## config.mk

```make
export PLATFORM = sky130hd
export DESIGN_NAME = sim_host_monitor
export DESIGN_NICKNAME = d
export VERILOG_FILES = /design/src/rtl/sim_host_pkg.sv /design/src/rtl/sim_host_fifo.sv /design/src/rtl/sim_host_monitor.sv
export SDC_FILE = /design/constraint.sdc
export NUM_CORES = 1
export LEC_CHECK = 0
export ABC_AREA = 1
export BUFFER_PORTS_ARGS = -buffer_cell sky130_fd_sc_hd__buf_2
export CAP_MARGIN = 20
export CORE_MARGIN = 4
export CORE_UTILIZATION = 50
export CTS_CLUSTER_DIAMETER = 200
export DETAILED_ROUTE_END_ITERATION = 10
export GPL_ROUTABILITY_DRIVEN = 0
export PLACE_DENSITY = 0.7
export SLEW_MARGIN = 5
export SYNTH_ARGS = -nofsm -noshare
export SYNTH_HDL_FRONTEND = slang
export SYNTH_HIERARCHICAL = 1
export SYNTH_SLANG_ARGS = --single-unit
```

## constraint.sdc

```tcl
create_clock -name clk_i -period 4.39 [get_ports clk_i]
set_input_delay 0.6585 -clock clk_i [delete_from_list [all_inputs] [get_ports clk_i]]
set_output_delay 0.6585 -clock clk_i [all_outputs]
set_load 0.03 [all_outputs]
```

## src/rtl/sim_host_pkg.sv

```systemverilog
// Shared types and constants for the simulation host monitor.
package sim_host_pkg;

    typedef enum logic [1:0] {
        ST_RUN   = 2'd0,
        ST_DRAIN = 2'd1,
        ST_DONE  = 2'd2
    } state_e;

    // Word offsets within the host window, decoded from address bits [3:2]
    localparam logic [1:0] OFS_CHAR = 2'd0;
    localparam logic [1:0] OFS_FINI = 2'd1;
    localparam logic [1:0] OFS_CLR  = 2'd2;

    localparam logic [31:0] FINI_MAGIC_DFLT = 32'h0002_0000;
    localparam logic [7:0]  TIMEOUT_CODE    = 8'hFF;

endpackage

```

## src/rtl/sim_host_fifo.sv

```systemverilog
// Show-ahead synchronous FIFO: head entry is visible whenever o_valid is high.
module sim_host_fifo #(
    parameter int unsigned WIDTH = 8,
    parameter int unsigned DEPTH = 16
) (
    input  logic             i_clk,
    input  logic             i_rst,
    input  logic             i_push,
    input  logic [WIDTH-1:0] i_data,
    input  logic             i_pop,
    output logic [WIDTH-1:0] o_data,
    output logic             o_valid,
    output logic             o_full,
    output logic             o_empty
);

    localparam int unsigned AW = $clog2(DEPTH);
    localparam int unsigned CW = AW + 1;

    logic [WIDTH-1:0] r_mem [DEPTH];
    logic [AW-1:0]    r_wptr;
    logic [AW-1:0]    r_rptr;
    logic [CW-1:0]    r_count;

    logic w_empty;
    logic w_full;
    logic w_do_pop;
    logic w_do_push;

    assign w_empty   = (r_count == '0);
    assign w_full    = (r_count == CW'(DEPTH));
    assign w_do_pop  = i_pop && !w_empty;
    // A full FIFO still accepts a push when the head leaves in the same cycle
    assign w_do_push = i_push && (!w_full || w_do_pop);

    always_ff @(posedge i_clk) begin
        if (i_rst) begin
            r_wptr  <= '0;
            r_rptr  <= '0;
            r_count <= '0;
        end else begin
            if (w_do_push) r_wptr <= r_wptr + AW'(1);
            if (w_do_pop)  r_rptr <= r_rptr + AW'(1);
            r_count <= r_count + CW'(w_do_push) - CW'(w_do_pop);
        end
    end

    always_ff @(posedge i_clk) begin
        if (w_do_push) r_mem[r_wptr] <= i_data;
    end

    assign o_data  = r_mem[r_rptr];
    assign o_valid = !w_empty;
    assign o_full  = w_full;
    assign o_empty = w_empty;

endmodule

```

## src/rtl/sim_host_monitor.sv

```systemverilog
// Host-window snooper: console FIFO, performance counters and finish/timeout
// handling with a console drain before done is raised.
module sim_host_monitor
    import sim_host_pkg::*;
#(
    parameter int unsigned NUM_EV      = 4,
    parameter int unsigned CNT_W       = 32,
    parameter int unsigned FIFO_DEPTH  = 16,
    parameter int unsigned TIMEOUT_CYC = 0,
    parameter logic [31:0] FINI_MAGIC  = FINI_MAGIC_DFLT
) (
    input  logic                         clk_i,
    input  logic                         rst_i,
    input  logic                         wvalid_i,
    input  logic [31:0]                  waddr_i,
    input  logic [31:0]                  wdata_i,
    input  logic [NUM_EV-1:0]            ev_i,
    input  logic [$clog2(NUM_EV+1)-1:0]  cnt_sel_i,
    output logic [CNT_W-1:0]             cnt_o,
    output logic                         con_valid_o,
    output logic [7:0]                   con_data_o,
    input  logic                         con_ready_i,
    output logic [7:0]                   drop_cnt_o,
    output logic                         fini_o,
    output logic [7:0]                   fini_code_o,
    output logic                         timeout_o
);

    localparam int unsigned SEL_W = $clog2(NUM_EV + 1);
    localparam logic [CNT_W-1:0] TO_LAST = CNT_W'(TIMEOUT_CYC - 1);

    state_e r_state;
    state_e w_state_nxt;

    logic [CNT_W-1:0] r_cnt [NUM_EV+1];
    logic [CNT_W-1:0] w_cnt_sel;
    logic [7:0]       r_drop;
    logic [7:0]       r_fini_code;
    logic [7:0]       w_code_nxt;
    logic             r_timeout;
    logic             w_timeout_nxt;
    logic             r_fini;

    logic       w_host_wr;
    logic       w_magic;
    logic [1:0] w_ofs;
    logic       w_fini_req;
    logic       w_push_req;
    logic       w_clr;
    logic       w_timeout_hit;
    logic       w_pop;
    logic       w_fifo_valid;
    logic       w_fifo_full;
    logic       w_fifo_empty;
    logic [7:0] w_fifo_data;
    logic       w_drop;
    logic       w_unused_addr;

    // Host-window decode; the magic value overrides the offset decode
    assign w_host_wr  = wvalid_i && waddr_i[31] && (r_state == ST_RUN);
    assign w_magic    = (wdata_i == FINI_MAGIC);
    assign w_ofs      = waddr_i[3:2];
    assign w_fini_req = w_host_wr && (w_magic || (w_ofs == OFS_FINI));
    assign w_push_req = w_host_wr && !w_magic && (w_ofs == OFS_CHAR);
    assign w_clr      = w_host_wr && !w_magic && (w_ofs == OFS_CLR);

    assign w_timeout_hit = (TIMEOUT_CYC != 0) && (r_cnt[0] == TO_LAST);

    assign w_unused_addr = ^{waddr_i[30:4], waddr_i[1:0]};

    assign w_pop  = w_fifo_valid && con_ready_i;
    assign w_drop = w_push_req && w_fifo_full && !w_pop;

    sim_host_fifo #(
        .WIDTH (8),
        .DEPTH (FIFO_DEPTH)
    ) u_fifo (
        .i_clk   (clk_i),
        .i_rst   (rst_i),
        .i_push  (w_push_req),
        .i_data  (wdata_i[7:0]),
        .i_pop   (w_pop),
        .o_data  (w_fifo_data),
        .o_valid (w_fifo_valid),
        .o_full  (w_fifo_full),
        .o_empty (w_fifo_empty)
    );

    // Counters run only in RUN; clear beats increment
    always_ff @(posedge clk_i) begin
        if (rst_i) begin
            for (int unsigned i = 0; i <= NUM_EV; i++) r_cnt[i] <= '0;
        end else if (r_state == ST_RUN) begin
            if (w_clr) begin
                for (int unsigned i = 0; i <= NUM_EV; i++) r_cnt[i] <= '0;
            end else begin
                r_cnt[0] <= r_cnt[0] + CNT_W'(1);
                for (int unsigned i = 1; i <= NUM_EV; i++) begin
                    if (ev_i[i-1]) r_cnt[i] <= r_cnt[i] + CNT_W'(1);
                end
            end
        end
    end

    always_comb begin
        w_cnt_sel = '0;
        for (int unsigned i = 0; i <= NUM_EV; i++) begin
            if (cnt_sel_i == SEL_W'(i)) w_cnt_sel = r_cnt[i];
        end
    end

    always_ff @(posedge clk_i) begin
        if (rst_i) begin
            r_drop <= '0;
        end else if (w_drop && (r_drop != 8'hFF)) begin
            r_drop <= r_drop + 8'd1;
        end
    end

    always_comb begin
        w_state_nxt   = r_state;
        w_code_nxt    = r_fini_code;
        w_timeout_nxt = r_timeout;
        case (r_state)
            ST_RUN: begin
                if (w_fini_req) begin
                    w_state_nxt = ST_DRAIN;
                    w_code_nxt  = w_magic ? 8'h00 : wdata_i[7:0];
                end else if (w_timeout_hit) begin
                    w_state_nxt   = ST_DRAIN;
                    w_code_nxt    = TIMEOUT_CODE;
                    w_timeout_nxt = 1'b1;
                end
            end
            ST_DRAIN: begin
                if (w_fifo_empty) w_state_nxt = ST_DONE;
            end
            ST_DONE: begin
                w_state_nxt = ST_DONE;
            end
            default: begin
                w_state_nxt = ST_RUN;
            end
        endcase
    end

    always_ff @(posedge clk_i) begin
        if (rst_i) begin
            r_state     <= ST_RUN;
            r_fini_code <= '0;
            r_timeout   <= 1'b0;
            r_fini      <= 1'b0;
        end else begin
            r_state     <= w_state_nxt;
            r_fini_code <= w_code_nxt;
            r_timeout   <= w_timeout_nxt;
            r_fini      <= (w_state_nxt == ST_DONE);
        end
    end

    assign cnt_o       = w_cnt_sel;
    assign con_valid_o = w_fifo_valid;
    assign con_data_o  = w_fifo_data;
    assign drop_cnt_o  = r_drop;
    assign fini_o      = r_fini;
    assign fini_code_o = r_fini_code;
    assign timeout_o   = r_timeout;

endmodule

```

Word-level counts from Yosys, hierarchy flattened. Memories as Yosys holds them, arrays and structs flattened. A register that Yosys moved wholly into a read port is not among the register bits. Cells that the tools add are included.

Reduce and logical (&&, ||, !) cells: 23. Equality and inequality tests: 12. Mux-type cells: 53. Bitwise gates (word level): 10. Add/subtract/negate cells: 10.

Operators by type and width (count): $mux 32 (15); $add 32x1->32 const B (5); $eq 32x18->1 const B (1); $mux 1 (32); $logic_and 1x1->1 (12); $or 1x1->1 (10); $add 4x1->4 const B (2); $add 8x1->8 const B (1); $mux 4 (2); $mux 8 (1); $ne 8x8->1 const B (1); $eq 2x2->1 const B (3); $eq 3x2->1 const B (2); $pmux 2 s3 (1); $add 5x1->5 (1); $eq 5x5->1 const B (1); $logic_not 5->1 (1); $sub 5x1->5 (1); $eq 2x1->1 const B (2); $logic_not 1->1 (4); $logic_not 2->1 (2); $mux 2 (2); $eq 3x1->1 const B (1); $eq 3x3->1 const B (1); other kinds (3) (4).

Register bits: 32. Output and inout port bits: 59. Memories kept: 2. Input bits: 75. Logic and storage cells: 117. Bits in writable memories: 288.

Memory list: r_cnt (words 5, bits a word 32, read ports 5, clocked after memory_dff 0, wr ports 5, RTL line sim_host_monitor.sv:35) `logic [CNT_W-1:0] r_cnt [NUM_EV+1];`; u_fifo.r_mem (words 16, bits a word 8, read ports 1, clocked after memory_dff 1, wr ports 1, RTL line sim_host_fifo.sv:20) `logic [WIDTH-1:0] r_mem [DEPTH];`.

Longest topological paths before layout. Gate-level depths: netlist of run 1.

Depth after elaboration: 10. Gate-level depth with buffers: 18. Depth with buffers taken out: 18.

By module. Netlist of run 1, hierarchy kept.

By module, submodules not included: sim_host_monitor (times used 1, area each 12223.0 µm², cells an instance 1581, sequential area each 5185.0 µm²); sim_host_fifo (times used 1, area each 6470.0 µm², cells an instance 650, sequential area each 4184.0 µm²).

Least setup slack after synthesis of run 1. No wires, ideal clock.

Path kind: in2reg. From: input wvalid_i. To: register u_fifo.r_count[4]. Required time: 4277 ps. Path buffers: 0. Setup slack: 1365 ps. Data arrival time: 2912 ps. Library setup time: 113 ps. Stages on the path: 15. Cell sequence: nand2_1 nor2_2 inv_2 nor4_1 nand2_2 ha_1 inv_1 ha_1 fa_1 nand2_1 nand2_1 a21oi_1 nand2_1 nand2_1 nor2_1.

Word-level cells in the longest chain between the ends: 7.

RTL lines: start: declaration (RTL line sim_host_monitor.sv:14) `input logic wvalid_i,`; $logic_and 1x1->1 (2 in series) (RTL line sim_host_monitor.sv:60) `assign w_host_wr = wvalid_i && waddr_i[31] && (r_state == ST_RUN);`; $logic_and 1x1->1 (2 in series) (RTL line sim_host_monitor.sv:64) `assign w_push_req = w_host_wr && !w_magic && (w_ofs == OFS_CHAR);`; via w_push_req (RTL line sim_host_monitor.sv:48) `logic w_push_req;`; $logic_and 1x1->1 (RTL line sim_host_fifo.sv:34) `assign w_do_push = i_push && (!w_full || w_do_pop);`; $add 5x1->5 (RTL line sim_host_fifo.sv:44) `r_count <= r_count + CW'(w_do_push) - CW'(w_do_pop);`; $sub 5x1->5 (RTL line sim_host_fifo.sv:44); end signal: assignment (RTL line sim_host_fifo.sv:44); end: declaration (RTL line sim_host_fifo.sv:23) `logic [CW-1:0] r_count;`.

The timed path passes the listed nets, and every way through them passes these cells. A chain may end at the register's enable or synchronous reset.

Worst setup path after layout of run 1.
From: input cnt_sel_i[2]. To: output cnt_o[20].

Word-level cells in the longest chain between the ends: 6. Elaborated cells on any way between the ends: 10. Those cells by class: eq/ne: 4; mux: 5; reduce/logical: 1.

RTL lines: start: declaration (RTL line sim_host_monitor.sv:18) `input logic [$clog2(NUM_EV+1)-1:0] cnt_sel_i,`; $logic_not 3->1 (RTL line sim_host_monitor.sv:108) `if (cnt_sel_i == SEL_W'(i)) w_cnt_sel = r_cnt[i];`; $mux 32 (4 in series) (RTL line sim_host_monitor.sv:108); $mux 32 * (RTL line sim_host_monitor.sv:108); end: declaration (RTL line sim_host_monitor.sv:19) `output logic [CNT_W-1:0] cnt_o,`.

Every way passes the cells marked *; elsewhere a longest branch is shown, timed or not.

==> impl_metrics.env, run 1 <==
export IMPL_initial_core_util_pct=50.8
export IMPL_slew_headroom_pct=40.3
export IMPL_swShare_pct=32.8
export IMPL_hold_ws_ns=0.464
export IMPL_track_usage_pct=22.9
export IMPL_combPwrFrac_pct=22.0
export IMPL_detail_route_antenna_nets=0
export IMPL_fin_util_pct=56.4
export IMPL_num_nets_final=2429
export IMPL_path_buf_inv=3
export IMPL_vias=15200
export IMPL_synth_warnings=6
export IMPL_crit_chain="buf_2, inv_1, nand2_1, o22ai_1, a21oi_1, o211ai_1, buf_2"
export IMPL_maxSlewViolCount=0
export IMPL_cts_clk_slew_worst_paths_ns=0.06
export IMPL_syn_avg_cell_area_sq_um=8.38
export IMPL_dieArea_sq_um=40500
export IMPL_cp_required_ns=3.73
export IMPL_dr_first_iter_drc_count=1656
export IMPL_critPathMaxFanout=22
export IMPL_final_seq_area_sq_um=9370
export IMPL_synth_simple_area_share_pct=28.5
export IMPL_cpPeakStageDelay_ns=0.52
export IMPL_p_seq_share_pct=44.0
export IMPL_post_cts_setup_buffer_count=0
export IMPL_core_area_sq_um=36800
export IMPL_synthArstFlopShare_pct=0
export IMPL_power_mw=8.86
export IMPL_synthMuxAreaShare_pct=0
export IMPL_viasPerCell=5.37
export IMPL_cts_buffers=37
export IMPL_syn_to_final_growth_pct=11.0
export IMPL_end_kind="output port"
export IMPL_rsz0062_at_grt="no"
export IMPL_synth_most_common_cell="nand2_1"
export IMPL_cts_hold_buf=0
export IMPL_crit_path_frequent_cell="buf_2"
export IMPL_period_minus_slack_ns=3.30
export IMPL_hold_viol=0
export IMPL_htree_num_levels=2
export IMPL_stdcell_count=2832
export IMPL_yosysSeqAreaShare_pct=50.1
export IMPL_synth_top_flop_cell="edfxtp_1"
export IMPL_worst_pin_slew_ns=0.892
export IMPL_fill_cells=3265
export IMPL_post_synth_top_area_cell="edfxtp_1"
export IMPL_rows=70
export IMPL_ir_drop_uv=289
export IMPL_synth_top_area_share_pct=46.3
export IMPL_synth_top_family_by_area="simple AND/OR/NAND/NOR gates"
export IMPL_grt_antenna_before_repair=0
export IMPL_intPower_mw=5.95
export IMPL_place_hpwl_um=34400
export IMPL_cp_start_kind="input pin"
export IMPL_insertion_delay_ns=0.54
export IMPL_fin_tns_setup_ns=0
export IMPL_dpl_cell_count=2764
export IMPL_cp_top_family="compound AO/OA/AOI/OAI gates"
export IMPL_totalWireLength_um=47800
export IMPL_multi_input_area_sq_um=7500
export IMPL_first_pass_iters=7
export IMPL_cpMaxStageDelayCell="nand2_1"
export IMPL_syn_area_sq_um=18700
export IMPL_io_pins=134
export IMPL_r2r_slack_ns=1.59
export IMPL_io_buffers=103
export IMPL_power_density_nw_per_um2=427
export IMPL_path_class="in2out"
export IMPL_maxCapViolCount=0
export IMPL_post_cts_resized=0
export IMPL_synth_adder_area_share_pct=1.24
export IMPL_clockPowerShare_pct=34.0
export IMPL_grt_max_degree=65
export IMPL_synth_compound_area_share_pct=3.60
export IMPL_synth_xor_area_share_pct=6.70
export IMPL_antennaDiodeCount=0
export IMPL_drive_gt1_share_pct=13.6
export IMPL_synth_seq_cells=324
export IMPL_clk_path_buf_depth=3
export IMPL_die_y_um=201
export IMPL_die_w_um=201
export IMPL_cts_root_buf="clkbuf_16"
export IMPL_max_clock_freq_mhz=303
export IMPL_finClkSkew_ns=0.0228
export IMPL_p_sw_mw=2.91
export IMPL_p_leak_nw=8.24
export IMPL_grt_pass1_vias=14100
export IMPL_cts_tree="done"
export IMPL_grt_ovfl_total=0
export IMPL_status="completed"
export IMPL_synthesis_nets=2324
export IMPL_drc_errors=0
export IMPL_postSynthCellCount=2231
export IMPL_ys_types=40
export IMPL_wl_per_cell_um=16.9
export IMPL_hp_class="reg2reg"
export IMPL_cts_sinks=324
export IMPL_synth_edf_count=288
export IMPL_synth_common_cells="nand2_1, inv_1, edfxtp_1"
export IMPL_setup_viol=0
export IMPL_finalCritPeriodShare_pct=75.1
export IMPL_arrival_ns=2.64
export IMPL_grt_pass1_wl_um=75100
export IMPL_synth_area_top_cells="edfxtp_1, nand2_1, inv_1, xor2_1, nor2_1"
cells in the final DEF, fill, tap and decap left out, types with 17 or more instances in the layout:
cell,instances
xnor2_1,28
clkbuf_16,38
nor3_1,71
edfxtp_1,288
o22ai_1,22
nor2_1,246
nand2_1,541
inv_1,361
ha_1,17
nand3_1,163
nor2_2,113
nand4_1,34
buf_4,19
buf_2,103
xor2_1,115
a21oi_1,52
dfxtp_1,35
cells by family (layout without fill, tap and decap cells):
logic type               after synthesis  after routing
AO/OA/AOI/OAI                        114            114
flip-flops                           324            324
adder cells (fa/ha/maj)               18             18
AND/OR/NAND/NOR                     1202           1202
XOR/XNOR                             143            143
other                                  1              1
buffers and inverters                429            562
final timing paths:
kind                       endpoint  depth (start not counted)            from
hold / removal       fini_code_o[5]                          2  fini_code_o[5]
hold reg to reg      fini_code_o[5]                          2  fini_code_o[5]
setup reg to reg  u_fifo/r_count[4]                         17      r_state[1]
setup / recovery          cnt_o[20]                          7    cnt_sel_i[2]
metal layers:
| metal | track usage [%] | vias up | routed length [um] |
|---|---|---|---|
| met5 | 0 | - | 0 |
| met4 | 7.69 | 0 | 1730 |
| met3 | 4.92 | 110 | 4730 |
| met2 | 34.6 | 693 | 20800 |
| met1 | 33.1 | 7060 | 20500 |
| li1 | - | 7352 | - |
cell type report:
cell class | instances | share of cell area (%)
Sequential cell | 324 | 45.1
Inverter | 370 | 6.69
Tap cell | 468 | 2.82
Timing Repair Buffer | 125 | 3.46
Multi-Input combinational cell | 1478 | 36.2
Clock buffer | 43 | 4.67
Clock inverter | 24 | 1.05
worst reg2reg max path, stage by stage, from the launching register on:
cell     delay (ns)
dfxtp_1        0.31
inv_1          0.06
nand2_1        0.13
nor2_2         0.18
inv_2          0.07
nor4_1         0.26
buf_4          0.20
nand2_2        0.09
ha_1           0.28
inv_1          0.04
ha_1           0.20
fa_1           0.39
nand2_1        0.09
nand2_1        0.05
a21oi_1        0.17
nand2_1        0.08
nand2_1        0.06
nor2_1         0.04
sequential cells by signal, summed over array words and instances (netlist names), named ones only:
signal / count
r_cnt: 160
u_fifo/r_mem: 128
drop_cnt_o: 8
fini_code_o: 8
u_fifo/r_count: 5
u_fifo/r_rptr: 4
u_fifo/r_wptr: 4
r_state: 2
fini_o: 1
power groups by stage:
stage / sequential [mW] / clock [mW] / combinational [mW]
6_report: 3.90 / 3.01 / 1.95
3_3_place_gp: 3.94 / 0 / 1.88
5_1_grt: 3.92 / 3.20 / 2.18
4_1_cts: 3.88 / 3.07 / 1.93
2_1_floorplan: 3.87 / 0 / 1.51
3_5_place_dp: 3.94 / 0 / 1.92
per-stage QoR:
step | cell area [sq um] | setup slack [ns]
after floorplan | 18700 | 1.37
after detailed placement | 19500 | 0.904
final | 20800 | 1.09
after global placement | 19500 | 0.940
after CTS | 20700 | 1.17
after global routing | 20800 | 0.981
No activity file was read; power rests on OpenSTA's default activity.
==> run 2: changes to the inputs <==
--- a/config.mk
+++ b/config.mk
@@ -5,7 +5,7 @@
 export SDC_FILE = /design/constraint.sdc
 export NUM_CORES = 1
 export LEC_CHECK = 0
-export ABC_AREA = 1
+export ABC_AREA = 0
 export BUFFER_PORTS_ARGS = -buffer_cell sky130_fd_sc_hd__buf_2
 export CAP_MARGIN = 20
 export CORE_MARGIN = 4
@@ -13,7 +13,7 @@
 export CTS_CLUSTER_DIAMETER = 200
 export DETAILED_ROUTE_END_ITERATION = 10
 export GPL_ROUTABILITY_DRIVEN = 0
-export PLACE_DENSITY = 0.7
+export PLACE_DENSITY = 0.73
 export SLEW_MARGIN = 5
 export SYNTH_ARGS = -nofsm -noshare
 export SYNTH_HDL_FRONTEND = slang
==> constraint.sdc (replaced) <==
create_clock -name clk_i -period 2.65 [get_ports clk_i]
set_input_delay 0.3975 -clock clk_i [delete_from_list [all_inputs] [get_ports clk_i]]
set_output_delay 0.3975 -clock clk_i [all_outputs]
set_load 0.03 [all_outputs]
==> run 2 against run 1 <==
Net effect: critical endpoint is now u_fifo/r_count[4]; worst setup slack got worse by 1.3 ns; flip-flop and latch count did not move; synthesized cell count down 40%; the run now ends with setup timing left.
==> impl_metrics.env, run 2 <==
export IMPL_status="finished with violations"
export IMPL_violations="setup timing"
export IMPL_antennaDiodeCount=0
export IMPL_cp_top_family="simple AND/OR/NAND/NOR gates"
export IMPL_synth_top_flop_cell="edfxtp_1"
export IMPL_finClkSkew_ns=0.0291
export IMPL_synth_compound_area_share_pct=4.91
export IMPL_wl_per_cell_um=20.8
export IMPL_synth_top_area_share_pct=53.1
export IMPL_viasPerCell=6.01
export IMPL_path_buf_inv=4
export IMPL_first_pass_iters=5
export IMPL_grt_max_degree=53
export IMPL_synth_common_cells="edfxtp_1, nor2_1, xor2_1"
export IMPL_cp_num_cells=15
export IMPL_cts_buffers=36
export IMPL_cts_hold_buf=0
export IMPL_final_common_cell="edfxtp_1"
export IMPL_end_kind="flip-flop"
export IMPL_vias=11800
export IMPL_grt_ovfl_total=0
export IMPL_slew_headroom_pct=33.0
export IMPL_synth_xor_area_share_pct=8.33
export IMPL_io_buffers=103
export IMPL_synth_simple_area_share_pct=17.1
export IMPL_rsz0062_at_grt="yes"
export IMPL_cts_tree="done"
export IMPL_maxCapViolCount=0
export IMPL_totalWireLength_um=40900
export IMPL_io_pins=134
export IMPL_worst_pin_slew_ns=1.00
export IMPL_hp_class="in2reg"
export IMPL_drive_gt1_share_pct=22.9
export IMPL_largest_reg_flops=160
export IMPL_ir_drop_uv=652
export IMPL_largestRegisters="r_cnt: 160 flops, u_fifo/r_mem: 128 flops"
export IMPL_cp_required_ns=3.10
export IMPL_syn_area_sq_um=16300
export IMPL_grt_antenna_before_repair=0
export IMPL_stdcell_count=1967
export IMPL_synth_warnings=6
export IMPL_synth_edf_count=288
export IMPL_final_area_sq_um=19400
export IMPL_arrival_ns=3.28
export IMPL_die_w_um=189
export IMPL_cpPeakStageDelay_ns=0.50
export IMPL_dpl_cell_count=1881
export IMPL_reg2regPathDepth=15
export IMPL_cp_start_kind="flip-flop"
export IMPL_place_hpwl_um=27000
export IMPL_final_cell_mix="edfxtp_1, nor2_1, xor2_1, buf_2, buf_4"
export IMPL_initial_core_util_pct=51.1
export IMPL_finalCritPeriodShare_pct=107
export IMPL_top_register="r_cnt"
export IMPL_r2r_slack_ns=-0.18
export IMPL_period_minus_slack_ns=2.83
export IMPL_synth_area_top_cells="edfxtp_1, xor2_1, mux4_2, nor2_1, dfxtp_1"
export IMPL_setup_viol=3
export IMPL_track_usage_pct=22.3
export IMPL_min_path_cells=2
export IMPL_syn_to_final_growth_pct=18.9
export IMPL_grt_pass1_vias=11400
export IMPL_synth_top_family_by_area="simple AND/OR/NAND/NOR gates"
export IMPL_synth_adder_area_share_pct=1.43
export IMPL_core_area_sq_um=31900
export IMPL_insertion_delay_ns=0.54
export IMPL_dpl_cell_area_sq_um=17900
export IMPL_synthArstFlopShare_pct=0
export IMPL_cts_clk_slew_worst_paths_ns=0.05
export IMPL_syn_avg_cell_area_sq_um=12.2
export IMPL_grt_pass1_wl_um=63400
export IMPL_cpMaxStageDelayCell="or4b_4"
export IMPL_setup_ws_ns=-0.179
export IMPL_critPathMaxFanout=3
export IMPL_max_clock_freq_mhz=353
export IMPL_postSynthCellCount=1334
export IMPL_path_class="reg2reg"
export IMPL_detail_route_antenna_nets=0
export IMPL_cts_sinks=324
export IMPL_die_y_um=189
export IMPL_post_synth_top_area_cell="edfxtp_1"
export IMPL_dr_first_iter_drc_count=1213
export IMPL_cts_root_buf="clkbuf_16"
export IMPL_synth_most_common_cell="edfxtp_1"
export IMPL_htree_num_levels=2
export IMPL_crit_chain="inv_2, ha_4, or4b_4, nand2_4, inv_4, nand2_4, inv_2, ha_4, inv_2, ha_4, fa_2, a21oi_2, nor2_1, or3_1, a21oi_1"
export IMPL_num_nets_final=1599
export IMPL_hold_viol=0
export IMPL_synth_seq_cells=324
export IMPL_rows=65
export IMPL_power_density_nw_per_um2=746
export IMPL_p_leak_nw=7.00
export IMPL_ys_types=56
export IMPL_drc_errors=0
export IMPL_yosysSeqAreaShare_pct=57.5
export IMPL_dieArea_sq_um=35500
export IMPL_maxSlewViolCount=0
export IMPL_clk_path_buf_depth=3
export IMPL_synthesis_nets=1427
export IMPL_synthMuxAreaShare_pct=8.21
run 2: final cells by class:
cell class,count,area (sq um)
fill,2467,12500
sequential,324,9380
multi-input combinational,922,6700
timing repair buffer,202,1580
clock buffer,47,962
tap,435,544
clock inverter,17,139
inverter,20,77.6
run 2: where the power goes:
group	switching [mW]	total, mW	internal [mW]
Sequential	0.506	6.53	6.02
Combinational	1.61	3.22	1.61
Clock	2.04	4.72	2.68
Total	4.15	14.5	10.3
run 2: worst register-to-register path: stages (launching register included):
cell     delay, ns
dfxtp_2       0.32
inv_2         0.07
ha_4          0.13
or4b_4        0.50
nand2_4       0.11
inv_4         0.05
nand2_4       0.06
inv_2         0.04
ha_4          0.25
inv_2         0.04
ha_4          0.15
fa_2          0.36
a21oi_2       0.13
nor2_1        0.06
or3_1         0.34
a21oi_1       0.14
run 2: metal layers:
| metal | global-route usage, % | wire [um] |
|---|---|---|
| met5 | 0 | 0 |
| met4 | 7.15 | 1250 |
| met3 | 3.26 | 3190 |
| met2 | 35.9 | 19300 |
| met1 | 31.6 | 17200 |
run 2: what timing repair did:
action / CTS / global route
pin swaps: 9 / 16
endpoints found under the setup margin: 10 / 14
gates resized for setup: 27 / 26
gates cloned: 2 / 1
buffers inserted: 18 / 4
run 2: path summary, 6_finish.rpt:
check,startpoint,endpoint
worst max-delay path,u_fifo/r_count[2],u_fifo/r_count[4]
worst min-delay path,rst_i,u_fifo/r_count[2]
worst max register to register,u_fifo/r_count[2],u_fifo/r_count[4]
worst min register to register,fini_code_o[0],fini_code_o[0]
run 2: per-stage QoR:
stage                     total power [mW]  utilization, %  setup slack, ns  setup TNS [ns]  hold WS (ns)
after floorplan                       8.30               -           -0.269          -0.274         0.455
after global placement                9.06            56.0           -0.354          -0.570         0.451
after detailed placement              9.13            56.0           -0.405          -0.789         0.452
after CTS                             14.2            60.4           -0.158          -0.530         0.130
after global routing                  15.0            60.8           -0.287          -0.461         0.154
final                                 14.5            60.8           -0.179          -0.199         0.152
run 2: cells by family (layout without fill, tap and decap cells):
family,count (synthesis),count (layout)
xor+xnor,155,155
flops,324,324
buf+inv,88,286
other cells,1,1
mux,71,71
fa+ha+maj,18,18
compound gates,118,118
simple gates,559,559
